[config.mk]
export PLATFORM = sky130hd
export DESIGN_NAME = temp_sample_filter
export DESIGN_NICKNAME = d
export VERILOG_FILES = /design/src/rtl/temp_sample_filter.sv
export SDC_FILE = /design/constraint.sdc
export NUM_CORES = 1
export LEC_CHECK = 0
export BUFFER_PORTS_ARGS = -buffer_cell sky130_fd_sc_hd__clkbuf_2
export CORE_MARGIN = 2
export CORE_UTILIZATION = 40
export CTS_BUF_LIST = sky130_fd_sc_hd__clkbuf_8
export DETAILED_ROUTE_END_ITERATION = 8
export GPL_ROUTABILITY_DRIVEN = 1
export PLACE_DENSITY_LB_ADDON = 0.1
export SLEW_MARGIN = 25
export SYNTH_ARGS = -nofsm -noshare
export SYNTH_HDL_FRONTEND = slang
export SYNTH_SLANG_ARGS = --single-unit
export TNS_END_PERCENT = 1
[constraint.sdc]
create_clock -name clk -period 4.4 [get_ports clk]
set_input_delay 0.44 -clock clk [delete_from_list [all_inputs] [get_ports clk]]
set_output_delay 0.44 -clock clk [all_outputs]
set_load 0.01 [all_outputs]
[src/rtl/temp_sample_filter.sv]
`default_nettype none
// ============================================================================
// Module   : temp_sample_filter
// Purpose  : Resynchronise and stability-filter the I2C temperature byte,
//            sample it at SAMPLE_HZ and output a moving average. Optional
//            min/max tracking is built when TEMP_MINMAX_EN is defined.
// Revision : 1.0 - initial release
// ============================================================================
module temp_sample_filter #(
    parameter int CLK_HZ        = 25_000_000,
    parameter int SAMPLE_HZ     = 10,
    parameter int AVG_LOG2      = 3,
    parameter int STABLE_CYCLES = 4
) (
    input  logic       clk,
    input  logic       rst,
    input  logic [7:0] temp_raw,
    input  logic       minmax_clr,
    output logic [7:0] temp_avg,
    output logic [7:0] temp_min,
    output logic [7:0] temp_max,
    output logic       sample_valid,
    output logic       ready
);

    localparam int c_div    = CLK_HZ / SAMPLE_HZ;
    localparam int c_div_w  = $clog2(c_div);
    localparam int c_depth  = 2 ** AVG_LOG2;
    localparam int c_sum_w  = 8 + AVG_LOG2;
    localparam int c_stab_w = $clog2(STABLE_CYCLES + 1);

    logic [7:0]          r_meta;
    logic [7:0]          r_sync;
    logic [7:0]          r_sync_prev;
    logic [7:0]          r_stable;
    logic [c_stab_w-1:0] r_stab_cnt;
    logic [c_stab_w-1:0] w_stab_cnt_next;

    always_comb begin
        w_stab_cnt_next = '0;
        if (r_sync == r_sync_prev) begin
            if (r_stab_cnt == c_stab_w'(STABLE_CYCLES)) begin
                w_stab_cnt_next = r_stab_cnt;
            end else begin
                w_stab_cnt_next = r_stab_cnt + c_stab_w'(1);
            end
        end
    end

    // Two-flop resync per bit; a byte is accepted only after an unbroken run.
    always_ff @(posedge clk) begin
        if (rst) begin
            r_meta      <= 8'h00;
            r_sync      <= 8'h00;
            r_sync_prev <= 8'h00;
            r_stab_cnt  <= '0;
            r_stable    <= 8'h00;
        end else begin
            r_meta      <= temp_raw;
            r_sync      <= r_meta;
            r_sync_prev <= r_sync;
            r_stab_cnt  <= w_stab_cnt_next;
            if (w_stab_cnt_next == c_stab_w'(STABLE_CYCLES)) begin
                r_stable <= r_sync;
            end
        end
    end

    logic [c_div_w-1:0] r_div_cnt;
    logic               w_tick;

    assign w_tick = (r_div_cnt == c_div_w'(c_div - 1));

    always_ff @(posedge clk) begin
        if (rst) begin
            r_div_cnt <= '0;
        end else if (w_tick) begin
            r_div_cnt <= '0;
        end else begin
            r_div_cnt <= r_div_cnt + c_div_w'(1);
        end
    end

    logic [7:0]          r_buf [c_depth];
    logic [AVG_LOG2-1:0] r_wp;
    logic [c_sum_w-1:0]  r_sum;
    logic [c_sum_w-1:0]  w_sum_next;

    assign w_sum_next = r_sum - c_sum_w'(r_buf[r_wp]) + c_sum_w'(r_stable);

    // The first tick preloads the whole window so the average starts settled.
    always_ff @(posedge clk) begin
        if (rst) begin
            for (int i = 0; i < c_depth; i++) begin
                r_buf[i] <= 8'h00;
            end
            r_wp         <= '0;
            r_sum        <= '0;
            temp_avg     <= 8'h00;
            sample_valid <= 1'b0;
            ready        <= 1'b0;
        end else begin
            sample_valid <= w_tick;
            if (w_tick) begin
                if (!ready) begin
                    for (int i = 0; i < c_depth; i++) begin
                        r_buf[i] <= r_stable;
                    end
                    r_sum    <= c_sum_w'(r_stable) << AVG_LOG2;
                    r_wp     <= AVG_LOG2'(1);
                    temp_avg <= r_stable;
                    ready    <= 1'b1;
                end else begin
                    r_buf[r_wp] <= r_stable;
                    r_sum       <= w_sum_next;
                    r_wp        <= r_wp + AVG_LOG2'(1);
                    temp_avg    <= w_sum_next[AVG_LOG2 +: 8];
                end
            end
        end
    end

`ifdef TEMP_MINMAX_EN
    logic r_clr_pend;
    logic w_clr;

    // A clear arriving on the tick cycle itself applies to that tick.
    assign w_clr = r_clr_pend | minmax_clr;

    always_ff @(posedge clk) begin
        if (rst) begin
            temp_min   <= 8'h00;
            temp_max   <= 8'h00;
            r_clr_pend <= 1'b0;
        end else if (w_tick) begin
            r_clr_pend <= 1'b0;
            if (!ready || w_clr) begin
                temp_min <= r_stable;
                temp_max <= r_stable;
            end else begin
                if (r_stable < temp_min) begin
                    temp_min <= r_stable;
                end
                if (r_stable > temp_max) begin
                    temp_max <= r_stable;
                end
            end
        end else if (minmax_clr) begin
            r_clr_pend <= 1'b1;
        end
    end
`else
    logic w_unused_clr;

    assign w_unused_clr = minmax_clr;
    assign temp_min     = 8'h00;
    assign temp_max     = 8'h00;
`endif

endmodule
`default_nettype wire

==> metrics.md, run 1 <==
| Metric | Value |
|---|---|
| Number of H-tree levels | 4 |
| Total routing usage reported by global routing | roughly 16% |
| Most common cell in the netlist | sky130_fd_sc_hd__dfxtp_1 |
| Vias in the first global route | 4064 |
| Number of pins with negative max-slew slack in the final report | 0 |
| Final hold violations | 0 |
| Achievable clock frequency | between 200 and 300 MHz |
| Run status | finished, final reports clean |
| Fraction of the cycle the final worst path needs | 86.7% |
| Worst IR drop on VDD | 0.159 mV |
| Antenna violations before repair | 0 |
| Switching power share of the total | 23.4% |
| HPWL after DPL | 9.54 mm |
| Lkg Pwr | approximately 2.7 nW |
| Vias after detailed routing | 3920 |
| RSZ-0062 raised after global routing | false |
| Worst hold path type | in2reg |
| Largest cells by area after synthesis | sky130_fd_sc_hd__edfxtp_1 (29%), sky130_fd_sc_hd__dfxtp_1 (23%), sky130_fd_sc_hd__mux4_2 (5.4%), sky130_fd_sc_hd__and2_1 (4.9%), sky130_fd_sc_hd__buf_4 (2.9%) |
| Effective utilization at floorplan | about two fifths |
| Clock skew after layout | 9.27 ps |
| CP Launch Type | flop |
| Max-slew headroom | 31.5% |
| P&R area growth vs syn | 8.76% |
| Die outline area | 0.0178 sq mm |
| Sw Pwr | just under 600 uW |
| Cell count after synthesis | roughly 590 |
| Smallest setup slack after layout | 586 ps |
| TritonCTS clock tree | done |
| Sinks on the clock net | 140 |
| CP arrival | between 4000 and 5000 ps |
| Core area | between 0.015 and 0.02 sq mm |
| Portion of synthesized cell area occupied by the leading cell type | 28.8% |
| Final setup fails | 0 |
| Placer's final routability congestion estimate | 0.761 |
| Number of DRC violations after detailed-routing iteration 0 | 178 |
| Die extent in x | 133 microns |
| Post-CTS Resized | 0 |
| Power Internal | between 1.5 and 2 mW |
| Worst Path Required | 4750 ps |
| Post-CTS setup buffer count | 0 |
| Quantity of I/O buffers inserted on ports | 19 |
| Buffer levels on the longest clock path | 2 |
| Cell taking the most area after synthesis | sky130_fd_sc_hd__edfxtp_1 |
| WS Path Type | reg2reg |
| Cells traversed along the worst timing path | mux4_2, mux2_2, fa_1, inv_1, ha_1, nor2b_1, o31ai_1, a21boi_0, o21ai_0, nand3b_1, a311oi_1 |
| Count of state elements after synthesis | 140 |
| Post-Place Setup Slack | 610 ps |
| Largest fanout on the critical path | 11 |
| Post-synthesis instance area | ~0.0067 sq mm |
| Diode insertion count for antenna repair | 0 |
| Number of different library cells in the post-synthesis netlist | 54 |
| Post-Syn Area per Cell | approximately 11 sq um |
| Internal reg-to-reg setup slack | 590 ps |
| Later-pin clock latency in the skew report | about 440 ps |
| DRC errors left | 0 |
| Root buf cell | sky130_fd_sc_hd__clkbuf_8 |
| Count of yosys warnings during synthesis | 0 |
| Fraction of the yosys area taken by sequential cells | between 50% and 60% |
| Slew at the pin closest to its max-slew limit | 1030 ps |
| Wire length of the first global-routing pass | 21.6 mm |
| GRT overflow | 0 |
| Post-DR vias/cell | ~4.7 |
| Fin nets | 632 |
| Slowest CP cell | sky130_fd_sc_hd__dfxtp_1 |
| Vert. Die Dim | between 100 and 150 microns |
| Final Instance Area | 0.00727 sq mm |
| Largest incremental delay on the critical path | 710 ps |
| Max cap viols | 0 |
| Seq pwr share | 55.9% |
| Routed len/inst | ~16 microns |
| Power density relative to cell area | approximately 340 mW/mm^2 |
| Async set-or-reset flop fraction in the synthesized netlist | 0% |
| Number of routed nets with antenna violations | 0 |
| Commonest cells in the netlist | sky130_fd_sc_hd__dfxtp_1 (76), sky130_fd_sc_hd__edfxtp_1 (64), sky130_fd_sc_hd__and2_1 (52) |
| Clock transition at the registers of the reported paths | 80 ps |
| Final period demand of the worst path | 3810 ps |
| Placed Instance Area | 0.00688 sq mm |
| Detailed-routing iteration count for the pre-antenna-repair pass | 5 |
| Count of flip-flops with a built-in enable after synthesis | 64 |
| Post-CTS Hold Fix Bufs | 0 |
| Fraction of power consumed by combinational cells | 3.5% |
| Worst slack on hold paths | between 150 and 200 ps |
| Number of placement rows | 47 |
| Sum of routed wire length over all layers | 13.2 mm |
| Prevailing post-synth register cell | sky130_fd_sc_hd__dfxtp_1 |
| Clock power share | 40.6% |
| Setup total negative slack | 0 ps |
| Fraction of final layout cells sized beyond drive strength 1 | between 10% and 20% |
| Largest net degree at the start of global routing | 42 |
| Boundary Pins | 37 |
| CP Capture Type | flop |
| CTS buffer count | 17 |
==> metrics by stage <==
step	power (mW)	utilization (%)	cells
floorplan	1.50	-	600
global placement	1.52	41.8	799
detailed placement	1.52	41.8	799
CTS	2.54	44.1	831
global route	2.61	44.1	831
finish	2.50	44.1	831
==> layout by cell type (no fill, tap or decap), types with 6 or more instances in the layout <==
cell | netlist | layout
sky130_fd_sc_hd__nand3_1 | 16 | 16
sky130_fd_sc_hd__xor2_1 | 20 | 20
sky130_fd_sc_hd__conb_1 | 1 | 16
sky130_fd_sc_hd__or3_1 | 6 | 6
sky130_fd_sc_hd__mux4_2 | 16 | 16
sky130_fd_sc_hd__clkbuf_2 | 0 | 19
sky130_fd_sc_hd__nor2b_1 | 26 | 26
sky130_fd_sc_hd__a21oi_4 | 6 | 6
sky130_fd_sc_hd__mux2i_1 | 6 | 6
sky130_fd_sc_hd__edfxtp_1 | 64 | 64
sky130_fd_sc_hd__ha_1 | 15 | 15
sky130_fd_sc_hd__a21oi_1 | 13 | 13
sky130_fd_sc_hd__mux2_2 | 16 | 16
sky130_fd_sc_hd__inv_1 | 47 | 48
sky130_fd_sc_hd__and2_1 | 52 | 52
sky130_fd_sc_hd__clkbuf_8 | 0 | 20
sky130_fd_sc_hd__o21ai_0 | 8 | 8
sky130_fd_sc_hd__dfxtp_1 | 76 | 76
sky130_fd_sc_hd__fa_1 | 8 | 8
sky130_fd_sc_hd__nor2_1 | 49 | 49
sky130_fd_sc_hd__nand2_1 | 23 | 23
sky130_fd_sc_hd__xnor2_1 | 13 | 13
==> power groups by stage <==
stage / Sequential, mW / Combinational (mW) / Clock, mW
2_1_floorplan: 1.43 / 0.0769 / 0
3_3_place_gp: 1.43 / 0.0889 / 0
3_5_place_dp: 1.43 / 0.0894 / 0
4_1_cts: 1.40 / 0.0900 / 1.05
5_1_grt: 1.40 / 0.0994 / 1.11
6_report: 1.40 / 0.0885 / 1.02
==> path summary, 6_finish.rpt <==
check,start,to,depth (start not counted)
max reg2reg,flop,temp_avg[3]$_SDFFE_PP0P_,11
min reg2reg,r_meta[2]$_SDFF_PP0_,r_sync[2]$_SDFF_PP0_,1
min,temp_raw[6],r_meta[6]$_SDFF_PP0_,2
max,flop,temp_avg[3]$_SDFFE_PP0P_,11
==> flip-flops by register name (all words and copies together), names as in the netlist, named ones only <==
register	count
r_buf	64
r_div_cnt	22
r_meta	8
r_stable	8
r_sync	8
r_sync_prev	8
temp_avg	8
r_stab_cnt	3
r_sum	3
r_wp	3
ready	1
sample_valid	1
==> per-layer routing <==
metal	up-vias	wire length, microns	global-route usage [%]
met1	1872	6500	21.8
met2	52	6180	25.5
met4	0	138	5.14
li1	1986	-	-
met5	-	0	0
met3	10	417	3.88
==> worst max-delay path, delay by kind of cell (launching register included) <==
family	cells	cell delay, ps
AO/OA/AOI/OAI	4	1170
adder cells (fa/ha/maj)	2	820
buffers and inverters	1	40
flip-flops	1	710
multiplexers	2	720
AND/OR/NAND/NOR	2	260
==> final cells by class <==
type / instances / area (sq um)
Fill cell: 1589 / 9200
Sequential cell: 140 / 3440
Multi-Input combinational cell: 367 / 2840
Clock buffer: 20 / 275
Tap cell: 220 / 275
Inverter: 47 / 176
Timing Repair Buffer: 25 / 153
Clock inverter: 12 / 108
==> logic make-up after synthesis <==
| kind of cell | Yosys count | synth area share, % |
|---|---|---|
| adders and majority gates | 23 | 5.21 |
| AOI/OAI and AO/OA | 51 | 5.69 |
| other | 1 | 0.0561 |
| muxes | 38 | 8.99 |
| DFF | 140 | 51.5 |
| xor gates and xnor gates | 33 | 4.33 |
| and+or+nand+nor | 206 | 17.3 |
| buffers and inverters | 93 | 6.85 |
Power figures use the tool's default switching activity.
==> inputs of run 2 (changes only) <==
--- a/config.mk
+++ b/config.mk
@@ -6,7 +6,7 @@
 export NUM_CORES = 1
 export LEC_CHECK = 0
 export BUFFER_PORTS_ARGS = -buffer_cell sky130_fd_sc_hd__clkbuf_2
-export CORE_MARGIN = 2
+export CORE_MARGIN = 1.5
 export CORE_UTILIZATION = 40
 export CTS_BUF_LIST = sky130_fd_sc_hd__clkbuf_8
 export DETAILED_ROUTE_END_ITERATION = 8
==> constraint.sdc (replaced) <==
create_clock -name clk -period 4.4 [get_ports clk]
set_input_delay 0.88 -clock clk [delete_from_list [all_inputs] [get_ports clk]]
set_output_delay 0.88 -clock clk [all_outputs]
set_load 0.01 [all_outputs]
==> run 2 against run 1 <==
Sequential power about the same. Clock skew about the same. Total power increased by 3.8%. Sequential share of layout area decreased by 0.40 points. Critical path depth increased by 1. Register-to-register slack about the same. Worst setup slack improved by 2.0 ps. Combinational power increased by 2.8%. Critical path type unchanged. Non-clock buffer count increased by 3. Via count increased by 2.9%. Design area increased by 0.86%.
==> metrics.md, run 2 (synthesis results as in run 1) <==
| Metric | Value |
|---|---|
| Number of pins with negative max-slew slack in the final report | 0 (unchanged) |
| Internal reg-to-reg setup slack | 590 ps (about the same) |
| Post-Place Setup Slack | 599 ps (-10.6 ps) |
| Switching power share of the total | 22.5% (-0.90 points) |
| Largest incremental delay on the critical path | 550 ps (-160 ps) |
| Worst-case reg-to-reg path depth | 12 (+1) |
| Cells traversed along the worst timing path | buf_12, mux4_2, mux2_2, fa_1, inv_1, ha_1, nor2b_1, o31ai_1, a211oi_1, o21ai_0, mux2i_1, nand2_1 |
| Die extent in x | 132 microns (-0.75%) |
| Fraction of power consumed by combinational cells | 3.5% (about the same) |
| Effective utilization at floorplan | 40.6% (unchanged) |
| Registers with the highest flip-flop counts | r_buf x64, r_div_cnt x22 |
| Clock power share | 42.7% (+2.1 points) |
| Die outline area | 0.0175 sq mm (-1.5%) |
| Vert. Die Dim | 132 microns (-0.75%) |
| Cell family contributing the most delay on the critical path | multiplexers |
| FILL cells | 1573 (-1.0%) |
| Fraction of the cycle the final worst path needs | 86.6% (about the same) |
| Max FFs per register | 64 (unchanged) |
| Largest net degree at the start of global routing | 42 (unchanged) |
| Core area | 0.0165 sq mm (unchanged) |
| Later-pin clock latency in the skew report | 450 ps (about the same) |
| Run status | finished, final reports clean |
| Largest Register | r_buf |
| Root buf cell | sky130_fd_sc_hd__clkbuf_8 |
| Setup total negative slack | 0 ps (unchanged) |
| Worst slack on hold paths | 438 ps (+239 ps) |
| Number of H-tree levels | 4 (unchanged) |
| GRT overflow | 0 (unchanged) |
| Number of DRC violations after detailed-routing iteration 0 | 200 (+12%) |
| Lkg Pwr | 2.77 nW (+0.81%) |
| Post-CTS Hold Fix Bufs | 0 (unchanged) |
| Worst hold path type | reg2reg |
| Fraction of final layout cells sized beyond drive strength 1 | 17.3% (+0.41 points) |
| Sum of routed wire length over all layers | 13.5 mm (+2.1%) |
| Placer's final routability congestion estimate | 0.798 (+4.8%) |
| CP Launch Type | flop |
| CTS buffer count | 17 (unchanged) |
| P&R area growth vs syn | 9.70% |
| Worst IR drop on VDD | 0.184 mV (+15%) |
| Fin nets | 635 (+0.47%) |
| Power Internal | 2.02 mW (+5.1%) |
| Detailed-routing iteration count for the pre-antenna-repair pass | 7 (+2) |
| Power density relative to cell area | 355 mW/mm^2 (+3.0%) |
| Most frequent standard cell in the layout excluding fill and tap cells | sky130_fd_sc_hd__dfxtp_1 |
| Achievable clock frequency | 262 MHz (about the same) |
| RSZ-0062 raised after global routing | false |
| Max-slew headroom | 38.8% (+7.3 points) |
| Number of routed nets with antenna violations | 0 (unchanged) |
| Worst Hold Path Cells | 1 (-1) |
| Post-DR vias/cell | 4.84 (+2.5%) |
| Vias after detailed routing | 4034 (+2.9%) |
| Antenna violations before repair | 0 (unchanged) |
| Vias in the first global route | 4071 (+0.17%) |
| Smallest setup slack after layout | 588 ps (+2.05 ps) |
| Hold Crit Endpoint | r_sync[1]$_SDFF_PP0_ |
| Seq pwr share | 53.8% (-2.1 points) |
| Total routing usage reported by global routing | 16.7% (+0.60 points) |
| Slowest CP cell | sky130_fd_sc_hd__mux4_2 |
| CP Capture Type | flop |
| Wire length of the first global-routing pass | 22.0 mm (+1.5%) |
| Worst path buffer plus inverter count | 2 (+1) |
| Boundary Pins | 37 (unchanged) |
| Largest fanout on the critical path | 16 (+5) |
| Commonest non-fill, non-tap cells in the layout | sky130_fd_sc_hd__dfxtp_1 (76), sky130_fd_sc_hd__edfxtp_1 (64), sky130_fd_sc_hd__and2_1 (52) |
| Post-CTS setup buffer count | 0 (unchanged) |
| Buffer levels on the longest clock path | 2 (unchanged) |
| DRC errors left | 0 (unchanged) |
| Sinks on the clock net | 140 (unchanged) |
| Placed Instance Area | 0.00691 sq mm (+0.33%) |
| Final setup fails | 0 (unchanged) |
| Quantity of I/O buffers inserted on ports | 19 (unchanged) |
| Final hold violations | 0 (unchanged) |
| Clock transition at the registers of the reported paths | 80 ps (about the same) |
| WS Path Type | reg2reg |
| Max cap viols | 0 (unchanged) |
| Worst Path Required | 4750 ps (about the same) |
| Reg-to-reg endpoint | temp_avg[7]$_SDFFE_PP0P_ |
| Routed len/inst | 16.2 microns (+1.7%) |
| Final period demand of the worst path | 3810 ps (-2.05 ps) |
| Diode insertion count for antenna repair | 0 (unchanged) |
| CP arrival | 4160 ps (about the same) |
| Sw Pwr | 584 uW (-0.17%) |
| Slew at the pin closest to its max-slew limit | 918 ps (-109 ps) |
| Final Instance Area | 0.00733 sq mm (+0.86%) |
| Number of placement rows | 47 (unchanged) |
| Post-CTS Resized | 0 (unchanged) |
| HPWL after DPL | 9.76 mm (+2.3%) |
| Critical hold path startpoint | r_meta[1]$_SDFF_PP0_ |
| TritonCTS clock tree | done |
| Clock skew after layout | 9.59 ps (+0.320 ps) |
run 2: cell types whose count changed in the layout (fill, tap and decap cells not counted):
| cell | delta |
|---|---|
| sky130_fd_sc_hd__buf_4 | +3 |
| sky130_fd_sc_hd__bufinv_16 | +2 |
| sky130_fd_sc_hd__clkinvlp_4 | +2 |
| sky130_fd_sc_hd__inv_4 | -2 |
| sky130_fd_sc_hd__clkbuf_8 | -1 |
| sky130_fd_sc_hd__inv_6 | -1 |
run 2: area by class of cell:
type | instances | area, sq um | area share (%)
inverter | 47 | 176 | 2.41
clock buffer | 19 | 262 | 3.57
clock inverter | 13 | 161 | 2.20
multi-input combinational | 367 | 2840 | 38.7
timing repair buffer | 28 | 175 | 2.39
tap | 220 | 275 | 3.76
sequential | 140 | 3440 | 47.0
run 2: worst reg2reg max path, cell delays in order, from the launching register on:
cell and delay (ps):
sky130_fd_sc_hd__dfxtp_1 360, sky130_fd_sc_hd__buf_12 190, sky130_fd_sc_hd__mux4_2 560, sky130_fd_sc_hd__mux2_2 310, sky130_fd_sc_hd__fa_1 490, sky130_fd_sc_hd__inv_1 40, sky130_fd_sc_hd__ha_1 340, sky130_fd_sc_hd__nor2b_1 170
sky130_fd_sc_hd__o31ai_1 520, sky130_fd_sc_hd__a211oi_1 170, sky130_fd_sc_hd__o21ai_0 290, sky130_fd_sc_hd__mux2i_1 220, sky130_fd_sc_hd__nand2_1 60
run 2: routing by layer:
metal	track usage (%)	vias up	wire length (microns)
li1	-	1988	-
met3	3.38	21	366
met4	6.59	0	240
met2	26.4	59	6230
met1	22.5	1966	6680
met5	0	-	0
run 2: worst max-delay path by stage:
| stage | to | cells after the start |
|---|---|---|
| 2_1_floorplan | temp_avg[7]$_SDFFE_PP0P_ | 13 |
| 3_3_place_gp | temp_avg[7]$_SDFFE_PP0P_ | 12 |
| 3_5_place_dp | temp_avg[7]$_SDFFE_PP0P_ | 12 |
| 4_1_cts | temp_avg[3]$_SDFFE_PP0P_ | 12 |
| 5_1_grt | temp_avg[3]$_SDFFE_PP0P_ | 12 |
| 6_report | temp_avg[7]$_SDFFE_PP0P_ | 12 |
run 2: per-stage QoR:
stage	util (%)	instances	power (mW)
6_report	44.5	834	2.60
5_1_grt	44.5	834	2.71
4_1_cts	44.5	834	2.64
3_5_place_dp	41.9	802	1.52
3_3_place_gp	41.9	802	1.52
2_1_floorplan	-	600	1.50
run 2: power by group through the flow:
stage | clock network (mW) | registers, mW | logic (mW)
floorplan | 0 | 1.43 | 0.0769
global placement | 0 | 1.43 | 0.0909
detailed placement | 0 | 1.43 | 0.0926
CTS | 1.14 | 1.40 | 0.0930
global route | 1.20 | 1.40 | 0.102
finish | 1.11 | 1.40 | 0.0910
==> inputs of run 3 (changes only) <==
--- a/config.mk
+++ b/config.mk
@@ -6,12 +6,12 @@
 export NUM_CORES = 1
 export LEC_CHECK = 0
 export BUFFER_PORTS_ARGS = -buffer_cell sky130_fd_sc_hd__clkbuf_2
+export CAP_MARGIN = 40
 export CORE_MARGIN = 1.5
 export CORE_UTILIZATION = 40
 export CTS_BUF_LIST = sky130_fd_sc_hd__clkbuf_8
 export DETAILED_ROUTE_END_ITERATION = 8
 export GPL_ROUTABILITY_DRIVEN = 1
-export PLACE_DENSITY_LB_ADDON = 0.1
 export SLEW_MARGIN = 25
 export SYNTH_ARGS = -nofsm -noshare
 export SYNTH_HDL_FRONTEND = slang
==> run 3 against run 2 <==
Critical path depth is the same. Wire length is 4.2% lower. Die area unchanged. Total power is 5.5% lower. Clock skew fell by 0.73 ps. Sequential share of layout area is 0.31 points higher. Critical path type unchanged. Highest routed layer unchanged.
==> metrics.md, run 3 (synthesis results as in run 1) <==
| Metric | Value |
|---|---|
| Final setup fails | 0 (unchanged) |
| Number of routed nets with antenna violations | 0 (unchanged) |
| Cells traversed along the worst timing path | buf_4, mux4_2, mux2_2, fa_1, inv_1, ha_1, or3_1, a31oi_1, a211oi_1, o21ai_0, mux2i_1, nand2_1 |
| Slew at the pin closest to its max-slew limit | 826 ps (-92.0 ps) |
| Number of placement rows | 47 (unchanged) |
| Detailed-routing iteration count for the pre-antenna-repair pass | 4 (-3) |
| Uppermost metal layer occupied by signal nets | met4 |
| Achievable clock frequency | 249 MHz (-5.1%) |
| Clock skew after layout | 8.86 ps (-0.728 ps) |
| FILL cells | 1556 (-1.1%) |
| Quantity of I/O buffers inserted on ports | 19 (unchanged) |
| Run status | finished, final reports clean |
| Most frequent standard cell in the layout excluding fill and tap cells | sky130_fd_sc_hd__dfxtp_1 |
| Number of DRC violations after detailed-routing iteration 0 | 261 (+31%) |
| CTS buffer count | 17 (unchanged) |
| Placer's final routability congestion estimate | 0.804 (+0.83%) |
| Worst IR drop on VDD | 0.248 mV (+35%) |
| Max FFs per register | 64 (unchanged) |
| Die extent in x | 132 microns (unchanged) |
| Sum of routed wire length over all layers | 12.9 mm (-4.2%) |
| Power density relative to cell area | 337 mW/mm^2 (-4.9%) |
| Slowest CP cell | sky130_fd_sc_hd__dfxtp_1 |
| Core area | 0.0165 sq mm (unchanged) |
| Boundary Pins | 37 (unchanged) |
| Number of H-tree levels | 4 (unchanged) |
| Placed Instance Area | 0.00689 sq mm (-0.18%) |
| Fraction of the cycle the final worst path needs | 91.3% (+4.7 points) |
| Sinks on the clock net | 140 (unchanged) |
| Vias after detailed routing | 4128 (+2.3%) |
| CP arrival | 4360 ps (+200 ps) |
| Commonest non-fill, non-tap cells in the layout | sky130_fd_sc_hd__dfxtp_1 (76), sky130_fd_sc_hd__edfxtp_1 (64), sky130_fd_sc_hd__and2_1 (52) |
| Routed wire length on met2 | 6.40 mm (+2.8%) |
| Fin nets | 639 (+0.63%) |
| Vert. Die Dim | 132 microns (unchanged) |
| Largest incremental delay on the critical path | 550 ps (about the same) |
| Post-DR vias/cell | 4.93 (+1.8%) |
| Post-CTS setup buffer count | 0 (unchanged) |
| Final hold violations | 0 (unchanged) |
| Post-CTS Hold Fix Bufs | 0 (unchanged) |
| Post-CTS Resized | 0 (unchanged) |
| RSZ-0062 raised after global routing | false |
| Setup total negative slack | 0 ps (unchanged) |
| Die outline area | 0.0175 sq mm (unchanged) |
| Registers with the highest flip-flop counts | r_buf x64, r_div_cnt x22 |
| TritonCTS clock tree | done |
| Largest fanout on the critical path | 8 (-8) |
| Worst path buffer plus inverter count | 2 (unchanged) |
| Largest net degree at the start of global routing | 41 (-2.4%) |
| Length of routed wiring on met1 | 5.91 mm (-11%) |
| Lkg Pwr | 2.76 nW (about the same) |
| DRC errors left | 0 (unchanged) |
| P&R area growth vs syn | 8.97% |
| CP Capture Type | flop |
| HPWL after DPL | 9.51 mm (-2.6%) |
| Number of pins with negative max-slew slack in the final report | 0 (unchanged) |
| Fraction of final layout cells sized beyond drive strength 1 | 17.8% (+0.54 points) |
| Effective utilization at floorplan | 40.6% (unchanged) |
| Diode insertion count for antenna repair | 0 (unchanged) |
| Total routing usage reported by global routing | 15.9% (-0.75 points) |
| Later-pin clock latency in the skew report | 450 ps (about the same) |
| CP Launch Type | flop |
| Final period demand of the worst path | 4020 ps (+205 ps) |
| Sum of internal, switching and leakage power | 2.46 mW (-5.5%) |
| Total met3 wirelength after detailed routing | 414 microns (+13%) |
| Final Instance Area | 0.00728 sq mm (-0.67%) |
| Max-slew headroom | 44.9% (+6.1 points) |
| GRT overflow | 0 (unchanged) |
| Largest Register | r_buf |
| Vias in the first global route | 4222 (+3.7%) |
| Wire length of the first global-routing pass | 21.6 mm (-1.8%) |
| Cell family contributing the most delay on the critical path | multiplexers |
| Worst hold path type | reg2reg |
| Antenna violations before repair | 0 (unchanged) |
| Buffer levels on the longest clock path | 2 (unchanged) |
| Root buf cell | sky130_fd_sc_hd__clkbuf_8 |
| Routed len/inst | 15.4 microns (-4.7%) |
| Worst Path Required | 4740 ps (about the same) |
| WS Path Type | reg2reg |
| Clock transition at the registers of the reported paths | 80 ps (about the same) |
| Max cap viols | 0 (unchanged) |
## run 3: cell types whose count changed in the layout (fill, tap and decap cells not counted)
cell | previous run | this run
sky130_fd_sc_hd__buf_12 | 1 | 0
sky130_fd_sc_hd__buf_2 | 0 | 3
sky130_fd_sc_hd__bufinv_16 | 3 | 1
sky130_fd_sc_hd__clkbuf_4 | 0 | 2
sky130_fd_sc_hd__clkbuf_8 | 19 | 18
sky130_fd_sc_hd__clkinv_2 | 1 | 4
sky130_fd_sc_hd__clkinv_4 | 1 | 2
sky130_fd_sc_hd__clkinvlp_4 | 2 | 0
sky130_fd_sc_hd__inv_4 | 2 | 3
## run 3: report_power, final
part	switching [mW]	internal, mW
Clock	0.502	0.462
Sequential	0.0124	1.39
Combinational	0.0559	0.0370
## run 3: final cells by class
class                           count  area [sq um]  area share, %
Clock inverter                     14           116           1.60
Timing Repair Buffer               32           185           2.54
Multi-Input combinational cell    367          2840           39.0
Inverter                           47           176           2.42
Clock buffer                       18           248           3.40
Sequential cell                   140          3440           47.3
Tap cell                          220           275           3.78
## run 3: path summary, 6_finish.rpt
| check | start | end | slack (ps) | depth (start not counted) |
|---|---|---|---|---|
| worst min-delay path | r_meta[5]$_SDFF_PP0_ | r_sync[5]$_SDFF_PP0_ | 440 | 1 |
| worst min register to register | r_meta[5]$_SDFF_PP0_ | r_sync[5]$_SDFF_PP0_ | 440 | 1 |
| worst max register to register | flop | temp_avg[7]$_SDFFE_PP0P_ | 380 | 12 |
| worst max-delay path | flop | temp_avg[7]$_SDFFE_PP0P_ | 380 | 12 |
## run 3: worst reg2reg max path, delay by kind of cell (launching register included)
family                     cells  cell delay [ps]
muxes                          3             1060
adders and majority gates      2              820
AOI/OAI and AO/OA              3              690
DFF                            1              550
and+or+nand+nor                2              450
buffers and inverters          2              340
## run 3: metal layers
| metal | GRT usage, % | vias to the layer above |
|---|---|---|
| li1 | - | 2007 |
| met4 | 6.47 | 0 |
| met3 | 3.19 | 18 |
| met1 | 19.9 | 2016 |
| met2 | 27.0 | 87 |
| met5 | 0 | - |
## run 3: per-stage QoR
| step | std cells | hold slack [ps] | worst slack (ps) | util (%) |
|---|---|---|---|---|
| final | 838 | 442 | 383 | 44.2 |
| after detailed placement | 803 | 428 | 427 | 41.9 |
| after global routing | 838 | 456 | 81.9 | 44.2 |
| after global placement | 799 | 420 | 492 | 41.7 |
| after CTS | 835 | 447 | 398 | 44.1 |
| after floorplan | 600 | 414 | 567 | - |
